## config.mk

```make
export PLATFORM = sky130hd
export DESIGN_NAME = dmem_arbiter
export DESIGN_NICKNAME = d
export VERILOG_FILES = /design/src/rtl/dmem_arbiter_pkg.sv /design/src/rtl/dmem_arbiter.sv
export SDC_FILE = /design/constraint.sdc
export NUM_CORES = 1
export LEC_CHECK = 0
export ABC_AREA = 0
export BUFFER_PORTS_ARGS = -buffer_cell sky130_fd_sc_hd__buf_4
export CAP_MARGIN = 10
export CORE_UTILIZATION = 30
export DETAILED_ROUTE_END_ITERATION = 16
export PLACE_DENSITY = 0.64
export SYNTH_ARGS = -nofsm -noshare
export SYNTH_HDL_FRONTEND = slang
export SYNTH_SLANG_ARGS = --single-unit
```

## constraint.sdc

```tcl
create_clock -name clk_i -period 4.91 [get_ports clk_i]
set_input_delay 0.491 -clock clk_i [delete_from_list [all_inputs] [get_ports clk_i]]
set_output_delay 0.491 -clock clk_i [all_outputs]
set_load 0.03 [all_outputs]
```

## src/rtl/dmem_arbiter_pkg.sv

```systemverilog
// Shared definitions for the dual-core data-memory arbiter: FSM encoding and core indices.
package dmem_arbiter_pkg;

    typedef enum logic [1:0] {
        ST_IDLE   = 2'd0,
        ST_ACCESS = 2'd1,
        ST_DONE   = 2'd2
    } state_t;

    localparam logic CORE0 = 1'b0;
    localparam logic CORE1 = 1'b1;

endpackage

```

## src/rtl/dmem_arbiter.sv

```systemverilog
// Round-robin arbiter sharing one single-port data memory between two core MEM stages.
// Each granted access runs a fixed MEM_LAT-cycle memory window followed by a one-cycle ack.
module dmem_arbiter
    import dmem_arbiter_pkg::*;
#(
    parameter int ADDR_W  = 32,
    parameter int DATA_W  = 32,
    parameter int MEM_LAT = 2
) (
    input  logic              clk_i,
    input  logic              rst_i,

    input  logic              c0_req_i,
    input  logic              c0_we_i,
    input  logic [ADDR_W-1:0] c0_addr_i,
    input  logic [DATA_W-1:0] c0_wdata_i,
    output logic              c0_ack_o,
    output logic [DATA_W-1:0] c0_rdata_o,
    output logic              c0_stall_o,

    input  logic              c1_req_i,
    input  logic              c1_we_i,
    input  logic [ADDR_W-1:0] c1_addr_i,
    input  logic [DATA_W-1:0] c1_wdata_i,
    output logic              c1_ack_o,
    output logic [DATA_W-1:0] c1_rdata_o,
    output logic              c1_stall_o,

    output logic              mem_en_o,
    output logic              mem_we_o,
    output logic [ADDR_W-1:0] mem_addr_o,
    output logic [DATA_W-1:0] mem_wdata_o,
    input  logic [DATA_W-1:0] mem_rdata_i,

    output logic              owner_o
);

    localparam int CNT_W = (MEM_LAT > 1) ? $clog2(MEM_LAT) : 1;

    state_t           state;
    logic             rr_ptr;
    logic [CNT_W-1:0] cnt;
    logic             any_req;
    logic             grant;

    // On a tie rr_ptr decides; otherwise whichever core is requesting wins.
    always_comb begin
        any_req = c0_req_i | c1_req_i;
        grant   = (c0_req_i && c1_req_i) ? rr_ptr : c1_req_i;
    end

    assign c0_stall_o = c0_req_i & ~c0_ack_o;
    assign c1_stall_o = c1_req_i & ~c1_ack_o;

    always_ff @(posedge clk_i) begin
        if (rst_i) begin
            state       <= ST_IDLE;
            rr_ptr      <= CORE0;
            owner_o     <= CORE0;
            cnt         <= '0;
            c0_ack_o    <= 1'b0;
            c1_ack_o    <= 1'b0;
            c0_rdata_o  <= '0;
            c1_rdata_o  <= '0;
            mem_en_o    <= 1'b0;
            mem_we_o    <= 1'b0;
            mem_addr_o  <= '0;
            mem_wdata_o <= '0;
        end else begin
            c0_ack_o <= 1'b0;
            c1_ack_o <= 1'b0;
            case (state)
                ST_IDLE: begin
                    if (any_req) begin
                        owner_o     <= grant;
                        mem_en_o    <= 1'b1;
                        mem_we_o    <= (grant == CORE1) ? c1_we_i    : c0_we_i;
                        mem_addr_o  <= (grant == CORE1) ? c1_addr_i  : c0_addr_i;
                        mem_wdata_o <= (grant == CORE1) ? c1_wdata_i : c0_wdata_i;
                        cnt         <= CNT_W'(MEM_LAT - 1);
                        state       <= ST_ACCESS;
                    end
                end
                ST_ACCESS: begin
                    if (cnt == '0) begin
                        // mem_we_o doubles as the latched direction of the current access.
                        if (!mem_we_o) begin
                            if (owner_o == CORE1) c1_rdata_o <= mem_rdata_i;
                            else                  c0_rdata_o <= mem_rdata_i;
                        end
                        c0_ack_o <= (owner_o == CORE0);
                        c1_ack_o <= (owner_o == CORE1);
                        mem_en_o <= 1'b0;
                        mem_we_o <= 1'b0;
                        state    <= ST_DONE;
                    end else begin
                        cnt <= cnt - 1'b1;
                    end
                end
                ST_DONE: begin
                    rr_ptr <= ~owner_o;
                    state  <= ST_IDLE;
                end
                default: state <= ST_IDLE;
            endcase
        end
    end

endmodule

```

**Word-level counts from Yosys, hierarchy flattened**

Index checks and enable logic that the tools add are counted.

- Add/sub/neg operators: 1
- Eq/ne operators: 4
- Muxes and demuxes: 14
- Bitwise logic cells: 9
- Reduce and logical (&&, ||, !) cells: 10

Operator list:

| cell | count |
|---|---|
| 32-bit two-way mux | 2 |
| 4-bit AND reduction | 2 |
| 1-bit two-way mux | 6 |
| 1-bit NOT | 6 |
| 1-bit case mux with 2 select lines | 3 |
| 2-bit AND reduction | 3 |
| 2-bit two-way mux | 2 |
| 2-bit inequality test, second input constant | 2 |
| 2-bit case mux with 2 select lines | 1 |
| 3-bit AND reduction | 1 |
| 3-bit OR reduction | 1 |
| 1-bit AND | 2 |
| 2-bit by 1-bit == test with 1-bit output, second input constant | 1 |
| 2-bit == test, second input constant | 1 |
| 2-bit zero test | 1 |
| 2-bit nonzero test | 1 |
| 1-bit logical AND | 1 |
| 1-bit bitwise OR | 1 |
| 1-bit subtractor, second input constant | 1 |

- Register bits: 137
- Bits of input ports: 166
- Output and inout port bits: 135
- Word-level logic and storage cells: 50

**Logic depth before layout (Yosys ltp)**

- Depth in word-level cells: 5
- Gate-level depth with buffers: 6
- Depth with buffers taken out: 3

**Worst setup path after synthesis**

No wires, ideal clock.

- Kind: input-to-output
- From: in c1_req_i
- To: out c1_stall_o
- Data arrival time: 1.300 ns
- Data required time: 4.419 ns
- Slack: 3.119 ns
- Cell stages on the path: 4
- Path buffers: 2
- Path through: inv_1 -> clkbuf_1 -> clkbuf_1 -> nor2_1

- Longest elaborated chain between the ends: 1

Ends and longest elaborated chain:

| what | line | RTL |
|---|---|---|
| start, declared | dmem_arbiter.sv:21 | `input logic c1_req_i,` |
| 1-bit AND | dmem_arbiter.sv:53 | `assign c1_stall_o = c1_req_i & ~c1_ack_o;` |
| end, declared | dmem_arbiter.sv:27 | `output logic c1_stall_o,` |

Every way passes these cells.

**Final worst setup path**

Same ends and word-level chain as after synthesis.

==> key figures <==
Yosys
  • #FFs+latches synth: 137
  • Post-synth cell types: 27
  • Yosys warns: 0
  • Syn nets: 829
  • Avg Inst Size Synth: 9.098 µm²
  • Seq/Total Area, Yosys: 0.4547
  • Mapped cell area: 0.006032 mm²
  • Post-Synthesis Cells: 663

Floorplan
  • Die height: 143.8 µm
  • Area of the die: 0.02068 mm²
  • Die W: 143.8 µm
  • Starting density of the core: 0.3079
  • Core area: 0.01959 mm²
  • Std cell rows: 51
  • IO Pins: 301

Detailed routing
  • WL/cell: 16.87 µm
  • DR DRC count: 0
  • Vias: 6011
  • First-pass DRT Iterations: 5
  • Routed wire length: 20.16 mm
  • Post-DR vias/cell: 5.030
  • Post-DRT Antenna Nets: 0
  • Drt initial violations: 262

STA
  • Min Tclk post-route: 2294 ps
  • Slew Limit Fails: 0
  • Final setup viols: 0
  • Least-Margin Pin Slew: 1120 ps
  • F_max: 0.4359 GHz
  • Worst Skew: 10.48 ps
  • TNS Setup: 0 ps
  • Fin crit share: 0.4673
  • Worst hold slack: 366.2 ps
  • Hold Vio Cnt, Final: 0
  • Setup ws final: 2616 ps
  • RSZ-0062 raised after global routing: no
  • Slew margin rel.: 0.2535

Clock tree
  • Root Driver: clkbuf_16
  • Clock Tree Buf Depth: 2
  • Worst skew pair latency: 410 ps
  • Sink Count: 137
  • CTS tree: done
  • Post-CTS setup buffers: 0
  • Hold_buf cts: 0
  • Post-CTS sizing: 0
  • CTS H-tree lvls: 4
  • TritonCTS buffer count: 17
  • Clk slew on worst S/H paths: 70 ps

Worst setup path
  • Kind of critical path: input port to output pin
  • Critical-path maximum fanout: 50
  • CP Capture Type: output pin
  • Crit path launch type: input port
  • CP required: 4420 ps
  • Crit path DAT: 1800 ps

Place
  • Port Buffer Count: 300
  • GPL Wtd Cong: 0.7559
  • Setup WS pre-CTS: 2604 ps
  • DP HPWL: 13.29 mm

Global routing
  • First-pass GRT wire length: 30.70 mm
  • Largest net degree at the start of global routing: 137
  • Initial antenna violation count: 1
  • Total track usage: 0.1909
  • Vias in the first global route: 5627
  • Total gr overflow: 0

Power
  • Pleak: 3.933 nW
  • Max IR drop VDD: 0.0002015 V
  • Final Power: 0.003519 W
  • PD cells: 388.1 mW/mm²

Worst hold path
  • HP Class: input port to register

Run status
  • Status: finished clean

Layout
  • Sequential cell area: 0.002743 mm²
  • Multi-input logic area: 0.002980 mm²
  • Share of post-route cells with drive strength above 1: 0.3746
  • Fill cells: 1913
  • Fin nets: 1082
  • Area Growth Syn to Fin: 50.30%

Job
  • Max-Cap Viols: 0
-- final timing paths --
kind | endpoint | slack (ps) | depth (start not counted) | start
max | c1_stall_o | 2620 | 5 | c1_req_i
max reg2reg | c0_rdata_o[6] | 2710 | 3 | state[0]
min | mem_wdata_o[2] | 370 | 3 | c1_wdata_i[2]
min reg2reg | mem_en_o | 460 | 2 | mem_en_o
-- registers in the layout, indices dropped and copies added, names as in the netlist --
register and cells:
mem_addr_o 32, mem_we_o 1, state 2, cnt 1
c0_rdata_o 32, c1_rdata_o 32, c1_ack_o 1, mem_wdata_o 32
mem_en_o 1, rr_ptr 1, c0_ack_o 1, owner_o 1
-- cell type report --
cell class | instances | share of cell area
Clock buffer | 19 | 0.04775
Tap cell | 265 | 0.03657
Inverter | 2 | 0.0008280
Sequential cell | 137 | 0.3025
Multi-Input combinational cell | 448 | 0.3287
Antenna cell | 1 | 0.0002760
Clock inverter | 13 | 0.02664
Timing Repair Buffer | 310 | 0.2567
-- stage by stage --
step / util / instances / area (µm²)
after floorplan: - / 663 / 6032
after global placement: 0.4282 / 1162 / 8389
after detailed placement: 0.4282 / 1162 / 8389
after CTS: 0.4627 / 1194 / 9064
after global routing: 0.4628 / 1195 / 9066
final: 0.4628 / 1195 / 9066
-- worst max-delay path, cell delays in order --
cell,delay [ps]
buf_4,160
clkinv_1,360
buf_4,420
nor2_1,160
buf_4,170
-- cells in the mapped netlist --
library cell | instances | area share
nor2b_1 | 3 | 0.0031
nand2_1 | 2 | 0.0012
or3_1 | 1 | 0.0010
or2_2 | 1 | 0.0010
nand3_1 | 66 | 0.055
a21oi_1 | 68 | 0.056
buf_4 | 2 | 0.0025
nor2_1 | 4 | 0.0025
a211oi_1 | 1 | 0.0012
a311oi_1 | 65 | 0.094
and2_1 | 2 | 0.0021
inv_1 | 2 | 0.0012
clkbuf_1 | 67 | 0.042
nor3b_1 | 1 | 0.0012
a22oi_1 | 1 | 0.0012
buf_1 | 1 | 0.00062
a21bo_2 | 1 | 0.0017
nor3_1 | 1 | 0.00083
buf_6 | 4 | 0.0075
buf_2 | 2 | 0.0017
nand2b_1 | 97 | 0.10
nor3_2 | 1 | 0.0017
dfxtp_1 | 137 | 0.45
o21ai_0 | 66 | 0.055
or3b_1 | 2 | 0.0029
mux2i_1 | 64 | 0.11
nand3b_1 | 1 | 0.0012
-- layer usage --
metal / part of all wire / vias up / GRT usage / wire [µm]
met5: 0 / - / 0 / 0
met4: 0.023 / 0 / 0.07783 / 462
met3: 0.087 / 27 / 0.06198 / 1748
met2: 0.47 / 277 / 0.3076 / 9495
met1: 0.42 / 2783 / 0.2336 / 8450
li1: - / 2924 / - / -
-- placed cells by master (no fill, tap or decap), types with 2 or more instances in the layout --
cell type,instances
nand3_1,66
clkbuf_1,2
nor2b_1,2
clkbuf_16,17
nand2_1,2
bufinv_16,6
or3b_1,2
nor2_1,3
inv_6,2
mux2i_1,64
a21oi_1,68
buf_4,310
dfxtp_1,137
o21ai_0,66
clkinv_4,5
nand2b_1,96
a311oi_1,65
-- cell families (layout without fill, tap and decap cells) --
kind of cell / Yosys count / count (layout) / synth area share
AOI/OAI and AO/OA: 202 / 202 / 0.2097
and+or+nand+nor: 182 / 182 / 0.1742
DFF: 137 / 137 / 0.4547
buffers and inverters: 78 / 344 / 0.05517
muxes: 64 / 64 / 0.1062
other: 0 / 1 / 0
-- where the power goes --
group	switching (W)	internal, W	leakage (nW)
registers	0.0000576	0.00121	1.12
clock network	0.000511	0.000961	0.326
logic	0.000462	0.000319	2.48
Power figures use the tool's default switching activity.
